--- config.mk ---
export PLATFORM = sky130hd
export DESIGN_NAME = reaction_ctrl
export DESIGN_NICKNAME = d
export VERILOG_FILES = /design/src/rtl/reaction_ctrl.sv
export SDC_FILE = /design/constraint.sdc
export NUM_CORES = 1
export LEC_CHECK = 0
export CORE_MARGIN = 2
export CORE_UTILIZATION = 45
export DETAILED_ROUTE_END_ITERATION = 6
export DONT_BUFFER_PORTS = 1
export GPL_TIMING_DRIVEN = 0
export PLACE_DENSITY_LB_ADDON = 0.08
export SLEW_MARGIN = 20
export SYNTH_ARGS = -nofsm -noshare
export SYNTH_HDL_FRONTEND = slang
export SYNTH_SLANG_ARGS = --single-unit
--- constraint.sdc ---
create_clock -name Clock -period 1.9 [get_ports Clock]
set_clock_uncertainty 0.1 [all_clocks]
set_input_delay 0.19 -clock Clock [delete_from_list [all_inputs] [get_ports Clock]]
set_output_delay 0.19 -clock Clock [all_outputs]
set_load 0.05 [all_outputs]
--- src/rtl/reaction_ctrl.sv ---
// Reaction-timer game controller.
// Start arms a pseudo-random pre-LED delay, the LED then lights and the
// response time is counted in two BCD digits of 10 ms ticks. False starts,
// timeouts at 99 and a best-time register are handled here; the BCD outputs
// feed the existing seven-segment decoders directly.
module reaction_ctrl #(
   parameter int         MIN_TICKS = 100,
   parameter int         RAND_BITS = 6,
   parameter logic [7:0] LFSR_SEED = 8'hA5
) (
   input  logic       Clock,
   input  logic       Reset,
   input  logic       c9,
   input  logic       Start,
   input  logic       Pushn,
   output logic       LEDn,
   output logic [3:0] BCD1,
   output logic [3:0] BCD0,
   output logic [3:0] Best1,
   output logic [3:0] Best0,
   output logic       FalseStart,
   output logic       Timeout,
   output logic       Busy
);

   // Wide enough for the largest delay, MIN_TICKS + 2^RAND_BITS - 1.
   localparam int DLY_W = $clog2(MIN_TICKS + 2**RAND_BITS);

   typedef enum logic [2:0] {
      S_IDLE,
      S_WAIT,
      S_ARMED,
      S_DONE,
      S_FAULT
   } state_t;

   state_t             state;
   logic [7:0]         lfsr;
   logic [DLY_W-1:0]   delay_cnt;
   logic [DLY_W-1:0]   delay_load;
   logic               start_ok;
   logic               count_at_max;
   logic               beats_best;

   // Delay drawn from the LFSR value present before the Start edge.
   assign delay_load   = DLY_W'(MIN_TICKS) + DLY_W'(lfsr[RAND_BITS-1:0]);
   // A held button blocks a new run until it is released.
   assign start_ok     = Start & Pushn;
   assign count_at_max = (BCD1 == 4'd9) && (BCD0 == 4'd9);
   // Packed BCD digits compare correctly as plain binary, tens first.
   assign beats_best   = {BCD1, BCD0} < {Best1, Best0};

   // Free-running 8-bit Fibonacci LFSR supplying the random delay bits.
   always_ff @(posedge Clock) begin
      // NOTE: every clocked assignment is non-blocking so that all registers
      // sample pre-edge values and simulation matches the synthesized flops.
      if (Reset) lfsr <= LFSR_SEED;
      else       lfsr <= {lfsr[6:0], lfsr[7] ^ lfsr[5] ^ lfsr[4] ^ lfsr[3]};
   end

   // Game sequencer; every output is a register updated on its transitions.
   always_ff @(posedge Clock) begin
      if (Reset) begin
         state      <= S_IDLE;
         LEDn       <= 1'b1;
         BCD1       <= 4'd0;
         BCD0       <= 4'd0;
         Best1      <= 4'd9;
         Best0      <= 4'd9;
         FalseStart <= 1'b0;
         Timeout    <= 1'b0;
         Busy       <= 1'b0;
         delay_cnt  <= '0;
      end else begin
         case (state)
            S_IDLE, S_DONE, S_FAULT: begin
               if (start_ok) begin
                  state      <= S_WAIT;
                  delay_cnt  <= delay_load;
                  BCD1       <= 4'd0;
                  BCD0       <= 4'd0;
                  FalseStart <= 1'b0;
                  Timeout    <= 1'b0;
                  Busy       <= 1'b1;
                  LEDn       <= 1'b1;
               end
            end

            S_WAIT: begin
               if (!Pushn) begin
                  // Pressing before the LED wins over a same-cycle expiry.
                  state      <= S_FAULT;
                  FalseStart <= 1'b1;
                  Busy       <= 1'b0;
                  BCD1       <= 4'd0;
                  BCD0       <= 4'd0;
               end else if (c9) begin
                  delay_cnt <= delay_cnt - DLY_W'(1);
                  if (delay_cnt == DLY_W'(1)) begin
                     state <= S_ARMED;
                     LEDn  <= 1'b0;
                  end
               end
            end

            S_ARMED: begin
               if (!Pushn) begin
                  // Count freezes at its pre-edge value; a coincident tick is dropped.
                  state <= S_DONE;
                  LEDn  <= 1'b1;
                  Busy  <= 1'b0;
                  if (beats_best) begin
                     Best1 <= BCD1;
                     Best0 <= BCD0;
                  end
               end else if (c9) begin
                  if (count_at_max) begin
                     state   <= S_DONE;
                     Timeout <= 1'b1;
                     LEDn    <= 1'b1;
                     Busy    <= 1'b0;
                  end else if (BCD0 == 4'd9) begin
                     BCD0 <= 4'd0;
                     BCD1 <= BCD1 + 4'd1;
                  end else begin
                     BCD0 <= BCD0 + 4'd1;
                  end
               end
            end

            default: begin
               state <= S_IDLE;
               LEDn  <= 1'b1;
               Busy  <= 1'b0;
            end
         endcase
      end
   end

endmodule

==> impl_metrics.yaml, run 1 <==
sta:
  fin_crit_sh_pct: 98.43
  setup-tns-final_ns: 0
  rsz0062_at_grt: "true"
  fmax_mhz: 534.7
  setup_violations: 0
  finalHoldWorstSlack_ns: 0.1506
  slew_headroom_pct: 61.24
  final_critical_path_setup_slack_ns: 0.02985
  maxSlewViolCount: 0
  max_slew.worst_pin.slew_ns: 0.5815
  period_minus_slack_ns: 1.870
  hold_viol_final: 0
global_route:
  grt_first_pass_wirelength_mm: 9.114
  grt-ovfl-total: 0
  grt_start_max_net_pins: 15
  antenna_violations_before_repair: 0
  first_global_vias: 1938
  groute.usage.overall_pct: 21.42
worst_setup_path:
  critPathArrivalTime_ns: 1.97
  kind_of_launch_point_of_the_worst_setup_path: "register"
  required_ns: 2.00
  reg2reg_depth: 6
  critPathKind: "register to register"
  critical_path.reg2reg.startpoint: "Best1[0]"
  worst-path-max-fanout: 3
  rrSetupSlack_ns: 0.03
  timing.rr.end: "Best0[2]"
  setup.worst_path.start: "Best1[0]"
  setup.worst_path.end_class: "register"
power_and_ir_drop:
  intPower_mw: 1.990
  power_leakage_nw: 1.045
  p_sw_mw: 1.455
  power-per-cell-area_nw_per_um2: 1207
  max-vdd-ir-drop_v: 0.0005743
  power.switching_fraction_pct: 42.23
  comb_power_share_pct: 45.6
  seq_power_share_pct: 34.3
  pwr-share-clk_pct: 20.1
drt:
  drtPass1Iterations: 4
  detail-route-antenna-nets: 0
  routed_via_density: 5.556
  via_count: 2028
  route.detailed.wl_per_inst_um: 15.84
  drt_iter0_markers: 107
  drc_errors: 0
  drt_wl_total_mm: 5.781
final_layout:
  drive_gt1_share_pct: 29.53
  syn_to_final_growth_pct: 24.90
  layout.nets: 316
  antenna_cells: 0
  instances_no_fill: 365
  nFillCells: 458
  post_route_cell_area_um2: 2855
yosys:
  synth.top_cells.by_area: "sky130_fd_sc_hd__dfxtp_1 34%, sky130_fd_sc_hd__ha_1 7.7%, sky130_fd_sc_hd__a21oi_1 4.8%, sky130_fd_sc_hd__o21ai_0 4.2%, sky130_fd_sc_hd__nor2_1 4.1%"
  ys_async_sr_fraction_pct: 0
  ys_ff_latch: 39
  synth_top_cell_by_area: "sky130_fd_sc_hd__dfxtp_1"
  synthesis.area_um2: 2286
  yosys_most_used_dff: "sky130_fd_sc_hd__dfxtp_1"
  synth.yosys.warnings: 0
  syn_nets: 293
  netlist_instances: 274
  synth_area_per_cell_um2: 8.343
  synth.top_cell.area_share_pct: 34.15
  synth_enable_flop_cells: 0
  synth_seq_area_share_pct: 34.15
  ys_types: 52
floorplan:
  placementRows: 25
  fp.coreArea_um2: 4817
  floorplan.die.height_um: 75.28
  die-area_um2: 5666
  floorplan.initialDensity_pct: 47.45
  die_width_um: 75.28
  pin_count: 25
cts:
  cts.reportedPaths.clkPinSlew_ns: 0.09
  numClockSinks: 39
  h_tree_depth_reported_by_cts: 2
  cts-root-to-sink-buffers: 2
  clock_latency_ns: 0.31
  root_buffer: "sky130_fd_sc_hd__clkbuf_8"
  hold_fix_buffers_cts: 0
  clock_tree_from_tritoncts: "built"
  cts_inserted_buffers: 5
placed_design:
  place.port_buffers: 0
  pre_cts_setup_slack_ns: -0.2252
  detailed_place_hpwl_mm: 3.797
  postPlaceCellArea_um2: 2407
  gp_congestion: 0.7825
  placedCellCount: 341
min_path:
  hold_path_startpoint: "c9"
  worstHoldEndpoint: "BCD0[3]"
  hold_crit_class: "input port to register"
  hold_path_depth: 3
run:
  maxCapViolCount: 0
status:
  outcome: "finished clean"
==> critical path: stages, from the launching register on <==
cell and delay [ns]:
sky130_fd_sc_hd__dfxtp_4 0.46, sky130_fd_sc_hd__inv_1 0.06, sky130_fd_sc_hd__ha_1 0.27, sky130_fd_sc_hd__nand4_1 0.16, sky130_fd_sc_hd__a21oi_4 0.06, sky130_fd_sc_hd__a211o_4 0.35, sky130_fd_sc_hd__mux2_4 0.30
==> sequential cells by signal (all words and copies together), names as in the netlist <==
signal and count:
Best0 4, FalseStart 1, Timeout 1, BCD0 4, BCD1 4, Best1 4
LEDn 1, delay_cnt 8, lfsr 8, state 3, Busy 1
==> cell families (layout without fill, tap and decap cells) <==
logic type	count (synthesis)	in the layout	share of synthesized area, %
buffers and inverters	27	51	4.981
xor gates and xnor gates	5	5	1.916
and+or+nand+nor	112	112	27.70
DFF	39	39	34.15
adders and majority gates	14	14	7.663
AOI/OAI and AO/OA	67	67	18.94
muxes	10	10	4.652
==> cell usage after synthesis, drive strengths merged, types with 2 or more instances <==
library cell / number
nand2: 18
o21a: 2
nor3: 10
a31oi: 4
nand3: 15
o21ai: 20
a21o: 2
nand2b: 11
and2: 2
a21oi: 22
nand4: 3
a211oi: 3
nor2: 26
buf: 5
ha: 14
inv: 15
xor2: 2
and3b: 2
or2: 3
mux2i: 8
or3: 2
dfxtp: 39
o22ai: 2
nor3b: 2
nor2b: 10
xnor2: 3
mux2: 2
clkbuf: 7
nand3b: 4
==> how the worst max path moves through the flow <==
stage	to	cells past startpoint	slack [ns]
3_5_place_dp	Busy	6	-0.23
6_report	Best0[2]	6	0.03
4_1_cts	delay_cnt[6]	7	0.01
2_1_floorplan	Best0[2]	6	0.005
3_3_place_gp	Busy	6	-0.23
5_1_grt	Best0[2]	6	-0.03
==> through the flow <==
stage / utilization [%] / power, mW
after floorplan: - / 2.193
after global placement: 49.97 / 2.458
after detailed placement: 49.97 / 2.458
after CTS: 55.38 / 3.244
after global routing: 59.27 / 3.663
final: 59.27 / 3.445
==> cell usage in the layout (no fill, tap or decap), types with 4 or more instances in the layout <==
master / synthesis / routed
sky130_fd_sc_hd__nor2_1: 25 / 24
sky130_fd_sc_hd__dfxtp_1: 39 / 22
sky130_fd_sc_hd__a21oi_1: 22 / 20
sky130_fd_sc_hd__buf_4: 0 / 19
sky130_fd_sc_hd__nand2_1: 18 / 18
sky130_fd_sc_hd__o21ai_0: 19 / 17
sky130_fd_sc_hd__dfxtp_4: 0 / 15
sky130_fd_sc_hd__nand3_1: 14 / 14
sky130_fd_sc_hd__inv_1: 15 / 12
sky130_fd_sc_hd__nand2b_1: 11 / 11
sky130_fd_sc_hd__mux2i_1: 8 / 8
sky130_fd_sc_hd__nor2b_1: 10 / 7
sky130_fd_sc_hd__nor3_1: 10 / 7
sky130_fd_sc_hd__ha_1: 14 / 7
sky130_fd_sc_hd__clkbuf_1: 7 / 6
sky130_fd_sc_hd__ha_4: 0 / 6
sky130_fd_sc_hd__clkbuf_8: 0 / 5
sky130_fd_sc_hd__nand3b_1: 4 / 4
sky130_fd_sc_hd__a31oi_1: 4 / 4
==> power by group through the flow <==
stage	Combinational, mW	Sequential (mW)	Clock (mW)
2_1_floorplan	1.02	1.17	0
3_3_place_gp	1.26	1.20	0
3_5_place_dp	1.26	1.20	0
4_1_cts	1.36	1.18	0.703
5_1_grt	1.73	1.20	0.737
6_report	1.57	1.18	0.692
==> final cells by class <==
type                    instances  area, um^2  area share [%]
plain buffers                  11       58.81           2.060
clock inverters                 2       17.52          0.6135
well taps                      67       83.83           2.936
clock buffers                   6       93.84           3.287
flip-flops and latches         39       839.6           29.40
inverters                      15       58.81           2.060
multi-input cells             208        1575           55.17
repair buffers                 17       127.6           4.470
==> routing by layer <==
metal  part of all wire [%]  vias up  global-route usage, %
met5                      0        -                      0
met4                    1.5        0                  7.602
met3                    4.5        7                  6.292
met2                     48       42                  34.70
met1                     46      966                  27.18
li1                       -     1013                      -
==> timing repair <==
item	CTS	global route
pin swaps	6	14
setup endpoints to repair	13	25
resized for setup	20	30
buffers inserted	6	11
Power figures use the tool's default switching activity.
==> run 2, diff against run 1 <==
Settings changed: CAP_MARGIN set to 20, CORE_ASPECT_RATIO set to 0.5.
==> run 2 against run 1 <==
Against the previous run:
- non-clock buffer count shrank 4
- worst setup slack gained 0.013 ns
- worst hold slack lost 0.0093 ns
- sequential cell count is the same
- sequential power grew 8%
- final area shrank 3.1%
- clock power shrank 15%
- total power shrank 4.1%
- global-route usage shrank 0.75 points
- utilization shrank 2.9 points
- largest power group unchanged
==> impl_metrics.yaml, run 2 (synthesized netlist as in run 1, its figures left out) <==
drt:
  route.detailed.wl_per_inst_um: 16.04
  drc_errors: 0
  detail-route-antenna-nets: 0
  drt_wl_total_mm: 5.837
  drtPass1Iterations: 4
  via_count: 1995
  drt_iter0_markers: 79
  routed_via_density: 5.481
sta:
  slew_headroom_pct: 54.38
  maxSlewViolCount: 0
  fin_crit_sh_pct: 97.73
  finalHoldWorstSlack_ns: 0.1413
  rsz0062_at_grt: "true"
  fmax_mhz: 538.6
  setup_violations: 0
  hold_viol_final: 0
  max_slew.worst_pin.slew_ns: 0.6843
  period_minus_slack_ns: 1.857
floorplan:
  die_width_um: 104.8
  placementRows: 18
  floorplan.initialDensity_pct: 46.56
  fp.coreArea_um2: 4910
  die-area_um2: 5701
  floorplan.die.height_um: 54.40
  pin_count: 25
worst_setup_path:
  kind_of_launch_point_of_the_worst_setup_path: "register"
  worstSetupEndpoint: "Best0[2]"
  worst-path-max-fanout: 3
  rrSetupSlack_ns: 0.04
  critPathArrivalTime_ns: 1.95
  setup.worst_path.start: "Best1[3]"
  setup.worst_path.end_class: "register"
  required_ns: 2.00
  critical_path.reg2reg.startpoint: "Best1[3]"
  critPathKind: "register to register"
  timing.rr.end: "Best0[2]"
  reg2reg_depth: 6
cts:
  cts_inserted_buffers: 5
  clock_tree_from_tritoncts: "built"
  clock_latency_ns: 0.30
  hold_fix_buffers_cts: 0
  cts.reportedPaths.clkPinSlew_ns: 0.08
  numClockSinks: 39
  root_buffer: "sky130_fd_sc_hd__clkbuf_8"
  h_tree_depth_reported_by_cts: 2
  cts-root-to-sink-buffers: 2
global_route:
  antenna_violations_before_repair: 0
  first_global_vias: 1914
  grt_start_max_net_pins: 14
  groute.usage.overall_pct: 20.67
  grt-ovfl-total: 0
  grt_first_pass_wirelength_mm: 9.039
final_layout:
  antenna_cells: 0
  nFillCells: 470
  post_route_cell_area_um2: 2766
  syn_to_final_growth_pct: 21.02
  biggestRegsByFlops: "delay_cnt (8), lfsr (8)"
  most_common_cell_after_layout_fill_and_taps_aside: "sky130_fd_sc_hd__nor2_1"
  drive_gt1_share_pct: 27.21
  commonest_cells_after_routing_fill_and_taps_aside: "24 x sky130_fd_sc_hd__nor2_1, 20 x sky130_fd_sc_hd__dfxtp_1, 20 x sky130_fd_sc_hd__a21oi_1, 18 x sky130_fd_sc_hd__nand2_1, 18 x sky130_fd_sc_hd__o21ai_0"
  layout.nets: 312
power_and_ir_drop:
  power_leakage_nw: 1.022
  total_power_mw: 3.306
  power-per-cell-area_nw_per_um2: 1195
  max-vdd-ir-drop_v: 0.0004969
placed_design:
  postPlaceCellArea_um2: 2411
  place.port_buffers: 0
  gp_congestion: 0.8636
  detailed_place_hpwl_mm: 3.975
run:
  maxCapViolCount: 0
min_path:
  hold_crit_class: "input port to register"
status:
  outcome: "finished clean"
-- run 2: power breakdown --
| group | switching [mW] | internal [mW] | total (mW) | leakage [nW] |
|---|---|---|---|---|
| Clock | 0.328 | 0.257 | 0.585 | 0.0445 |
| Sequential | 0.322 | 0.945 | 1.27 | 0.329 |
| Combinational | 0.783 | 0.671 | 1.45 | 0.648 |
| Total | 1.43 | 1.87 | 3.31 | 1.02 |
-- run 2: through the flow --
step	instances	setup TNS, ns	utilization [%]	setup WS [ns]
2_1_floorplan	274	0	-	0.004751
3_3_place_gp	344	-0.6862	49.11	-0.2344
3_5_place_dp	344	-0.7931	49.11	-0.2551
4_1_cts	360	0	53.36	0.004055
5_1_grt	364	-0.08922	56.35	-0.05535
6_report	364	0	56.35	0.04320
-- run 2: cell type report --
cell class	instances	area [um^2]	share of cell area, %
buffer	9	43.79	1.583
tap	70	87.58	3.166
inverter	15	58.81	2.126
multi-input combinational	208	1526	55.18
clock inverter	3	18.77	0.6784
clock buffer	5	68.82	2.488
timing repair buffer	15	120.1	4.342
sequential	39	842.1	30.44
-- run 2: metal layers --
metal	global-route usage (%)	up-vias	share of wire, %
li1	-	1000	-
met1	24.18	965	47
met2	37.45	22	48
met3	6.310	8	4.0
met4	7.333	0	1.1
met5	0	-	0
-- run 2: repair_timing --
| item | CTS | global route |
|---|---|---|
| setup buffers | 8 | 7 |
| pin swaps | 3 | 12 |
| gates resized for setup | 17 | 24 |
| cloned | 0 | 0 |
| setup endpoints to repair | 10 | 30 |
-- run 2: worst min-delay path by stage --
stage,depth (start not counted),slack (ns),from,to
floorplan,1,0.29,lfsr[6],lfsr[7]
global placement,1,0.29,lfsr[6],lfsr[7]
detailed placement,1,0.30,lfsr[6],lfsr[7]
CTS,3,0.11,c9,BCD0[3]
global route,3,0.14,c9,BCD0[3]
finish,3,0.14,c9,BCD0[3]
-- run 2: critical path: stages, from the launching register on --
cell and delay (ns):
sky130_fd_sc_hd__dfxtp_4 0.45, sky130_fd_sc_hd__inv_1 0.06, sky130_fd_sc_hd__ha_1 0.30, sky130_fd_sc_hd__nand4_1 0.14, sky130_fd_sc_hd__nand3_4 0.11, sky130_fd_sc_hd__a211o_4 0.29, sky130_fd_sc_hd__mux2_4 0.30
